File: src/rtl/beam_pkg.sv
// Shared types and helpers for the delay-and-sum beamformer.
// Saturating output is selected with BEAM_DELAY_SUM_SAT_EN.
package beam_pkg;

    typedef enum logic [1:0] {
        IDLE   = 2'd0,
        ACCUM  = 2'd1,
        OUTPUT = 2'd2
    } state_t;

    // Accumulator width with enough headroom to add n_ch full-scale samples.
    function automatic int unsigned acc_w(input int unsigned in_w, input int unsigned n_ch);
        return in_w + $clog2(n_ch);
    endfunction

    // Returns {below_min, above_max} for a value against a signed out_w-bit range.
    function automatic logic [1:0] sat_dir(input logic signed [63:0] v,
                                           input int unsigned out_w);
        logic signed [63:0] hi;
        logic signed [63:0] lo;
        hi = (64'sd1 <<< (out_w - 1)) - 64'sd1;
        lo = -(64'sd1 <<< (out_w - 1));
        return {(v < lo), (v > hi)};
    endfunction

endpackage

File: src/rtl/beam_sample_ring.sv
// Per-channel sample ring: DEPTH x IN_W register file, synchronous write, asynchronous read.
module beam_sample_ring
    import beam_pkg::*;
#(
    parameter int unsigned IN_W  = 19,
    parameter int unsigned DEPTH = 16,
    localparam int unsigned AW   = $clog2(DEPTH)
) (
    input  logic            clk,
    input  logic            rst,
    input  logic            i_we,
    input  logic [AW-1:0]   i_wr_addr,
    input  logic [IN_W-1:0] i_wr_data,
    input  logic [AW-1:0]   i_rd_addr,
    output logic [IN_W-1:0] o_rd_data
);

    logic [IN_W-1:0] r_mem [DEPTH];

    always_ff @(posedge clk or posedge rst) begin
        if (rst) begin
            for (int i = 0; i < DEPTH; i++) begin
                r_mem[i] <= '0;
            end
        end else if (i_we) begin
            r_mem[i_wr_addr] <= i_wr_data;
        end
    end

    assign o_rd_data = r_mem[i_rd_addr];

endmodule

File: src/rtl/beam_delay_sum.sv
// Delay-and-sum beamformer core: per-channel ring delay, serial accumulate, scaled output.
// Define BEAM_DELAY_SUM_SAT_EN to clamp the output instead of wrapping.
module beam_delay_sum
    import beam_pkg::*;
#(
    parameter int unsigned N_CH      = 8,
    parameter int unsigned IN_W      = 19,
    parameter int unsigned DEPTH     = 16,
    parameter int unsigned OUT_W     = 16,
    parameter int unsigned OUT_SHIFT = 4,
    localparam int unsigned CW       = $clog2(N_CH),
    localparam int unsigned AW       = $clog2(DEPTH)
) (
    input  logic                   clk,
    input  logic                   rst,
    input  logic                   i_in_valid,
    output logic                   o_in_ready,
    input  logic [N_CH*IN_W-1:0]   i_in_data,
    input  logic                   i_cfg_we,
    input  logic [CW-1:0]          i_cfg_ch,
    input  logic [AW-1:0]          i_cfg_delay,
    output logic                   o_out_valid,
    input  logic                   i_out_ready,
    output logic signed [OUT_W-1:0] o_out_data,
    output logic                   o_overrun
);

    localparam int unsigned ACC_W = acc_w(IN_W, N_CH);

    state_t                  r_state;
    state_t                  w_state_next;
    logic [AW-1:0]           r_wr_ptr;
    logic [AW-1:0]           r_delay  [N_CH];
    logic [AW-1:0]           r_shadow [N_CH];
    logic signed [ACC_W-1:0] r_acc;
    logic [CW-1:0]           r_ch_cnt;
    logic                    r_out_valid;
    logic signed [OUT_W-1:0] r_out_data;
    logic                    r_overrun;

    logic                    w_accept;
    logic                    w_load_out;
    logic                    w_handshake;
    logic [IN_W-1:0]         w_rd_data [N_CH];
    logic [IN_W-1:0]         w_sel;
    logic signed [ACC_W-1:0] w_sel_ext;
    logic signed [OUT_W-1:0] w_out_next;

    // All rings read in parallel at their own delayed slot; the counter picks one per cycle.
    for (genvar c = 0; c < N_CH; c++) begin : g_ring
        logic [AW-1:0] w_rd_addr;

        assign w_rd_addr = r_wr_ptr - r_shadow[c];

        beam_sample_ring #(
            .IN_W  (IN_W),
            .DEPTH (DEPTH)
        ) u_ring (
            .clk       (clk),
            .rst       (rst),
            .i_we      (w_accept),
            .i_wr_addr (r_wr_ptr),
            .i_wr_data (i_in_data[c*IN_W +: IN_W]),
            .i_rd_addr (w_rd_addr),
            .o_rd_data (w_rd_data[c])
        );
    end

    assign w_sel     = w_rd_data[r_ch_cnt];
    assign w_sel_ext = {{(ACC_W - IN_W){w_sel[IN_W-1]}}, w_sel};

`ifdef BEAM_DELAY_SUM_SAT_EN
    logic signed [ACC_W-1:0] w_shifted;
    logic [1:0]              w_sat;

    assign w_shifted = r_acc >>> OUT_SHIFT;
    assign w_sat     = sat_dir({{(64 - ACC_W){w_shifted[ACC_W-1]}}, w_shifted}, OUT_W);

    always_comb begin
        w_out_next = w_shifted[OUT_W-1:0];
        if (w_sat[0]) begin
            w_out_next = {1'b0, {(OUT_W - 1){1'b1}}};
        end else if (w_sat[1]) begin
            w_out_next = {1'b1, {(OUT_W - 1){1'b0}}};
        end
    end
`else
    assign w_out_next = OUT_W'(r_acc >>> OUT_SHIFT);
`endif

    always_comb begin
        w_state_next = r_state;
        w_accept     = 1'b0;
        w_load_out   = 1'b0;
        w_handshake  = 1'b0;
        unique case (r_state)
            IDLE: begin
                if (i_in_valid) begin
                    w_accept     = 1'b1;
                    w_state_next = ACCUM;
                end
            end
            ACCUM: begin
                if (r_ch_cnt == CW'(N_CH - 1)) begin
                    w_state_next = OUTPUT;
                end
            end
            OUTPUT: begin
                if (!r_out_valid) begin
                    w_load_out = 1'b1;
                end else if (i_out_ready) begin
                    w_handshake  = 1'b1;
                    w_state_next = IDLE;
                end
            end
            default: w_state_next = IDLE;
        endcase
    end

    always_ff @(posedge clk or posedge rst) begin
        if (rst) begin
            r_state <= IDLE;
        end else begin
            r_state <= w_state_next;
        end
    end

    always_ff @(posedge clk or posedge rst) begin
        if (rst) begin
            r_wr_ptr    <= '0;
            r_acc       <= '0;
            r_ch_cnt    <= '0;
            r_out_valid <= 1'b0;
            r_out_data  <= '0;
            r_overrun   <= 1'b0;
            for (int i = 0; i < N_CH; i++) begin
                r_delay[i]  <= '0;
                r_shadow[i] <= '0;
            end
        end else begin
            r_overrun <= i_in_valid && (r_state != IDLE);

            if (i_cfg_we && (32'(i_cfg_ch) < N_CH)) begin
                r_delay[i_cfg_ch] <= i_cfg_delay;
            end

            // Shadow copy freezes the delays for the whole frame being summed.
            if (w_accept) begin
                for (int i = 0; i < N_CH; i++) begin
                    r_shadow[i] <= r_delay[i];
                end
                r_acc    <= '0;
                r_ch_cnt <= '0;
            end

            if (r_state == ACCUM) begin
                r_acc    <= r_acc + w_sel_ext;
                r_ch_cnt <= r_ch_cnt + 1'b1;
            end

            if (w_load_out) begin
                r_out_data  <= w_out_next;
                r_out_valid <= 1'b1;
            end

            if (w_handshake) begin
                r_out_valid <= 1'b0;
                r_wr_ptr    <= r_wr_ptr + 1'b1;
            end
        end
    end

    assign o_in_ready  = (r_state == IDLE);
    assign o_out_valid = r_out_valid;
    assign o_out_data  = r_out_data;
    assign o_overrun   = r_overrun;

endmodule
File: config.mk
export PLATFORM = sky130hd
export DESIGN_NAME = beam_delay_sum
export DESIGN_NICKNAME = d
export VERILOG_FILES = /design/src/rtl/beam_pkg.sv /design/src/rtl/beam_sample_ring.sv /design/src/rtl/beam_delay_sum.sv
export SDC_FILE = /design/constraint.sdc
export NUM_CORES = 2
export LEC_CHECK = 0
export BUFFER_PORTS_ARGS = -buffer_cell sky130_fd_sc_hd__buf_2
export CAP_MARGIN = 5
export CELL_PAD_IN_SITES_DETAIL_PLACEMENT = 1
export CELL_PAD_IN_SITES_GLOBAL_PLACEMENT = 1
export CORE_AREA = 4 4 545 547
export CTS_BUF_LIST = sky130_fd_sc_hd__clkbuf_4
export CTS_CLUSTER_SIZE = 28
export DETAILED_ROUTE_END_ITERATION = 10
export DIE_AREA = 0 0 549 551
export PLACE_DENSITY_LB_ADDON = 0.05
export REMOVE_ABC_BUFFERS = 1
export SLEW_MARGIN = 5
export SYNTH_ARGS = -nofsm -noshare
export SYNTH_HDL_FRONTEND = slang
export SYNTH_SLANG_ARGS = --single-unit
File: constraint.sdc
create_clock -name clk -period 174.4 [get_ports clk]
set_clock_uncertainty 0.2 [all_clocks]
set_input_delay 8.72 -clock clk [delete_from_list [all_inputs] [get_ports clk]]
set_output_delay 8.72 -clock clk [all_outputs]
set_load 0.02 [all_outputs]
Word level (Yosys, flattened, before mapping)
Cells that the tools add are included.
{ "word_totals": {"register_bits": 2545, "output_inout_bits": 19, "wordCells": 259} }
{ "classes": {"n_addsub": 11, "magnitude_cmp": 13, "eq_ne": 7, "mux": 58, "bitwise": 11, "reduce_logical": 8} }
{ "op_table": {"columns": ["cell", "n"], "rows": [
  ["bitwise mux 304 bit", 8],
  ["binary-select mux 19 bit (select 4 bit)", 8],
  ["two-way mux 19 bit", 19],
  ["demux 19 bit (select 4 bit)", 1],
  ["binary-select mux 19 bit (select 3 bit)", 1],
  ["greater-or-equal comparator 5 bit, second input constant", 9],
  ["inverter 4 -> 5 bit", 9],
  ["two-way mux 22 bit", 2],
  ["bitwise mux 32 bit", 1],
  ["subtractor 4 bit", 8],
  ["adder 22 x 19 -> 22 bit", 1],
  ["demux 4 bit (select 3 bit)", 1],
  ["two-way mux 1 bit", 9],
  ["greater-or-equal comparator 4 bit, second input constant", 2],
  ["two-way mux 2 bit", 4],
  ["!= test 2 bit, second input constant", 4],
  ["inverter 3 -> 4 bit", 2],
  ["two-way mux 3 bit", 2],
  ["one-hot mux 2 bit (3 select lines)", 1],
  ["nonzero test 2 bit", 3],
  ["< comparator 5 x 1 -> 1 bit, second input constant", 1],
  ["adder 4 x 1 -> 4 bit, second input constant", 1],
  ["< comparator 4 x 1 -> 1 bit, second input constant", 1],
  ["two-way mux 4 bit", 1],
  ["other kinds (7)", 9]
]} }

Depth between registers and ports, before layout
{ "logic_depth": {"word_depth": 10, "depth_mapped": 24, "depth_no_buf": 22} }

Modules after synthesis
A second synthesis with hierarchy kept.
{ "unflattened": {"cells_unflattened": 7358, "area_unflattened_um2": 116935.9} }
{ "modules_own_cells": {"columns": ["mod", "n_inst", "cells_each", "area_each_um2"], "rows": [
  ["beam_sample_ring", 8, 839, 13723.2],
  ["beam_delay_sum", 1, 646, 7150.6]
]} }

Worst setup path before layout
OpenSTA, ideal clock, no wires.
{ "synth_timing": {"kind": "in2reg", "start": "input port i_in_valid", "end": "register g_ring[0].u_ring.r_mem[19] (netlist name)", "setup_time_ns": 0.125, "t_arrival_ns": 10.498, "required_time_ns": 174.075, "setup_slack_ns": 163.577, "cell_stages": 8, "n_path_buf": 4, "cell_sequence": "and2_1 > clkbuf_1 > buf_2 > nand2_1 > nor2_1 > clkbuf_1 > clkbuf_1 > mux2_2"} }
{ "synth_between": {"elab_chain_cells": 2} }
{ "synth_lines": {"columns": ["element", "line", "source"], "rows": [
  ["start: declaration", "beam_delay_sum.sv:16", "input logic i_in_valid,"],
  ["two-way mux 1 bit", "beam_delay_sum.sv:98", "if (i_in_valid) begin"],
  ["two-way mux 1 bit", "beam_delay_sum.sv:96", "unique case (r_state)"],
  ["end signal: indexed assignment", "beam_sample_ring.sv:26", "r_mem[i_wr_addr] <= i_wr_data;"],
  ["end: declaration", "beam_sample_ring.sv:18", "logic [IN_W-1:0] r_mem [DEPTH];"]
]} }
Every way passes these cells.
A chain may end at the register's enable or synchronous reset.

==> flow_summary.json <==
{
  "post_synth_xor_area_fraction_pct": 0.375,
  "finalWirelength_mm": 341,
  "rsz0062_at_grt": "false",
  "holdWs_ns": 0.288,
  "core_area_um2": 293000,
  "ys_types": 55,
  "postCtsSetupBuffers": 0,
  "finalWeightedCongestion": 0.758,
  "power_leakage_nw": 62.4,
  "clock_tree.root_cell": "sky130_fd_sc_hd__clkbuf_4",
  "cts.reportedPaths.clkPinSlew_ns": 0.06,
  "maxSlewHeadroom_pct": 13.3,
  "postSynthAreaPerCell_um2": 15.7,
  "top_post_synthesis_cells_by_count": "sky130_fd_sc_hd__mux2_2 (2568), sky130_fd_sc_hd__dfrtp_1 (2543), sky130_fd_sc_hd__mux4_2 (630)",
  "globalRoute.totalOverflow": 0,
  "io_port_bufs": 182,
  "max_cap_viol_count": 0,
  "synth_top_family_by_area": "multiplexers",
  "required_ns": 175.63,
  "fp.dieH_um": 551,
  "crit_type": "in -> async",
  "timing.final.crit_period_ns": 12.29,
  "synth_register_bits": 2543,
  "ant_nets": 0,
  "final_net_count": 8016,
  "holdPathStages": 2,
  "totalNegativeSetupSlack_ns": 0,
  "cts_tree": "built",
  "layout-area-overhead-vs-synth_pct": 12.2,
  "design.die.area_um2": 302000,
  "top_level_ports": 183,
  "die_w_um": 549,
  "hold_buffers": 0,
  "post-synth-top-area-fraction_pct": 54.8,
  "detail_route.wl_per_cell_um": 27.9,
  "synth_compound_area_share_pct": 2.26,
  "slew_viol_final": 0,
  "grt_start_max_net_pins": 187,
  "critical_path_source_type": "input pin",
  "holdCritPathClass": "reg -> reg",
  "clk_latency_worst_skew_pair_ns": 1.50,
  "post-dp-hpwl_mm": 193,
  "drt_drc_violations_left": 0,
  "synthTopCellsByArea": "sky130_fd_sc_hd__dfrtp_1 (55%), sky130_fd_sc_hd__mux2_2 (25%), sky130_fd_sc_hd__mux4_2 (12%), sky130_fd_sc_hd__clkbuf_1 (1.7%), sky130_fd_sc_hd__mux2i_1 (1.3%)",
  "fill_cells": 28800,
  "track_usage_pct": 22.6,
  "power.ir.vdd_worst_mv": 0.0231,
  "antenna_found_initial": 84,
  "worstMarginPinSlew_ns": 1.30,
  "tritonroute_pass_1_iters": 4,
  "ys.flop_type": "sky130_fd_sc_hd__dfrtp_1",
  "muxShareOfSynthArea_pct": 38.4,
  "syn-cell-area_um2": 116000,
  "ys_async_sr_fraction_pct": 100,
  "depth_of_the_worst_register_to_register_path": 24,
  "clock-sinks": 2543,
  "synthSimpleGateAreaFrac_pct": 1.25,
  "syn_inst": 7380,
  "number_of_synthesized_flops_with_an_enable_pin": 0,
  "synth-warning-count": 0,
  "ff2ff_setup_slack_ns": 165.39,
  "dr.first_iter.drc_count": 2959,
  "synthMostInstantiatedCell": "sky130_fd_sc_hd__mux2_2",
  "synth_top_cell_by_area": "sky130_fd_sc_hd__dfrtp_1",
  "post_cts.resized_instances": 0,
  "timing.critical_path.to_type": "asynchronous set/reset pin",
  "highest_net_fanout_along_the_worst_path": 100,
  "cts_buffer_depth": 4,
  "timing_hold_violations_final": 0,
  "detail_route.vias_per_cell": 5.54,
  "drive_above_1_share_pct": 56.7,
  "status": "completed",
  "placement_row_count": 199,
  "initial_core_util_pct": 39.7,
  "power_mw": 2.43,
  "first_global_vias": 76200,
  "fmaxAchievable_ghz": 0.0814,
  "number_of_buffers_inserted_during_clock_tree_synthesis": 723,
  "synth.yosys.seq_area_share_pct": 54.8,
  "ctsHtreeMaxLevel": 6,
  "power-per-cell-area_nw_per_um2": 18.6,
  "vias": 67700,
  "data_arrival_time_of_the_worst_path_ns": 13.52,
  "grt_pass1_wl_mm": 513,
  "synth_adder_area_share_pct": 0.693,
  "setup-violations-final": 0,
  "fin_crit_sh_pct": 7.05
}
-- worst max-delay path, stage by stage --
cell	delay, ns
sky130_fd_sc_hd__buf_2	0.13
sky130_fd_sc_hd__inv_8	0.45
sky130_fd_sc_hd__buf_4	0.74
sky130_fd_sc_hd__buf_4	0.88
sky130_fd_sc_hd__buf_4	0.85
sky130_fd_sc_hd__buf_4	0.66
sky130_fd_sc_hd__buf_4	0.85
-- power by group --
group	switching [mW]	internal, mW	total [mW]
combinational	0.611	0.467	1.08
sequential	0.0702	0.723	0.794
clock	0.261	0.295	0.555
-- flip-flops by register name, indices dropped and copies added, names as in the netlist --
name                 count
r_ch_cnt                 3
o_overrun                1
r_shadow                32
r_delay                 32
o_out_valid              1
r_acc                   20
o_out_data              16
r_state                  2
r_wr_ptr                 4
g_ring.u_ring.r_mem   2432
-- kinds of logic (layout without fill, tap and decap cells) --
logic type,Yosys count,count (layout)
simple gates,299,299
other cells,0,18
mux,3345,3345
fa+ha+maj,59,59
xor+xnor,42,42
compound gates,417,417
buf+inv,675,1591
flops,2543,2543
-- layout by cell type (no fill, tap or decap), types with 13 or more instances in the layout --
cell type                  count
sky130_fd_sc_hd__o22ai_1      14
sky130_fd_sc_hd__clkbuf_4   1060
sky130_fd_sc_hd__nand2_1      64
sky130_fd_sc_hd__xnor2_1      17
sky130_fd_sc_hd__a211o_1      19
sky130_fd_sc_hd__ha_1         42
sky130_fd_sc_hd__nor2_1       89
sky130_fd_sc_hd__nor2b_1      77
sky130_fd_sc_hd__clkinv_1    112
sky130_fd_sc_hd__mux4_2      630
sky130_fd_sc_hd__a211oi_1    132
sky130_fd_sc_hd__inv_6        13
sky130_fd_sc_hd__buf_4       133
sky130_fd_sc_hd__inv_1        33
sky130_fd_sc_hd__buf_12       13
sky130_fd_sc_hd__buf_2       182
sky130_fd_sc_hd__mux2_2     2568
sky130_fd_sc_hd__mux2i_1     146
sky130_fd_sc_hd__dfrtp_1    2541
sky130_fd_sc_hd__a21oi_1     157
sky130_fd_sc_hd__o21ai_0      58
sky130_fd_sc_hd__diode_2      18
-- final cells by class --
class                      count  area, µm²  share of cell area (%)
timing repair buffer         328       2170                    1.66
clock inverter               168       1120                   0.859
antenna                       18       45.0                  0.0345
multi-input combinational   4162      50400                    38.7
clock buffer                1060       7960                    6.10
tap                         3919       4900                    3.76
sequential                  2543      63600                    48.8
inverter                      35        139                   0.106
-- layer usage --
metal	global-route usage (%)	vias to the layer above	part of all wire, %
met2	36.4	1211	47
met1	31.4	37100	46
met3	3.76	590	3.8
met5	0	-	0.067
met4	6.86	34	2.7
li1	-	28800	-
-- path summary, 6_finish.rpt --
path / from / to
worst max-delay path: rst / g_ring[5].u_ring.r_mem[20]
worst min-delay path: r_delay[13] / r_shadow[13]
min in group asynchronous: rst / g_ring[6].u_ring.r_mem[6]
max in group clk: i_in_valid / g_ring[1].u_ring.r_mem[69]
worst max register to register: r_wr_ptr[0] / r_acc[19]
worst min register to register: r_delay[13] / r_shadow[13]
-- per-stage QoR --
stage | worst slack [ns] | util (%) | instance area, µm² | std cells
floorplan | 93.60 | - | 114000 | 6740
global placement | 160.59 | 41.5 | 121000 | 11000
detailed placement | 160.36 | 41.5 | 121000 | 11000
CTS | 162.05 | 44.6 | 130000 | 12200
global route | 161.36 | 44.6 | 130000 | 12200
finish | 162.11 | 44.6 | 130000 | 12200
Note: power is estimated with default switching activity, not from simulation.
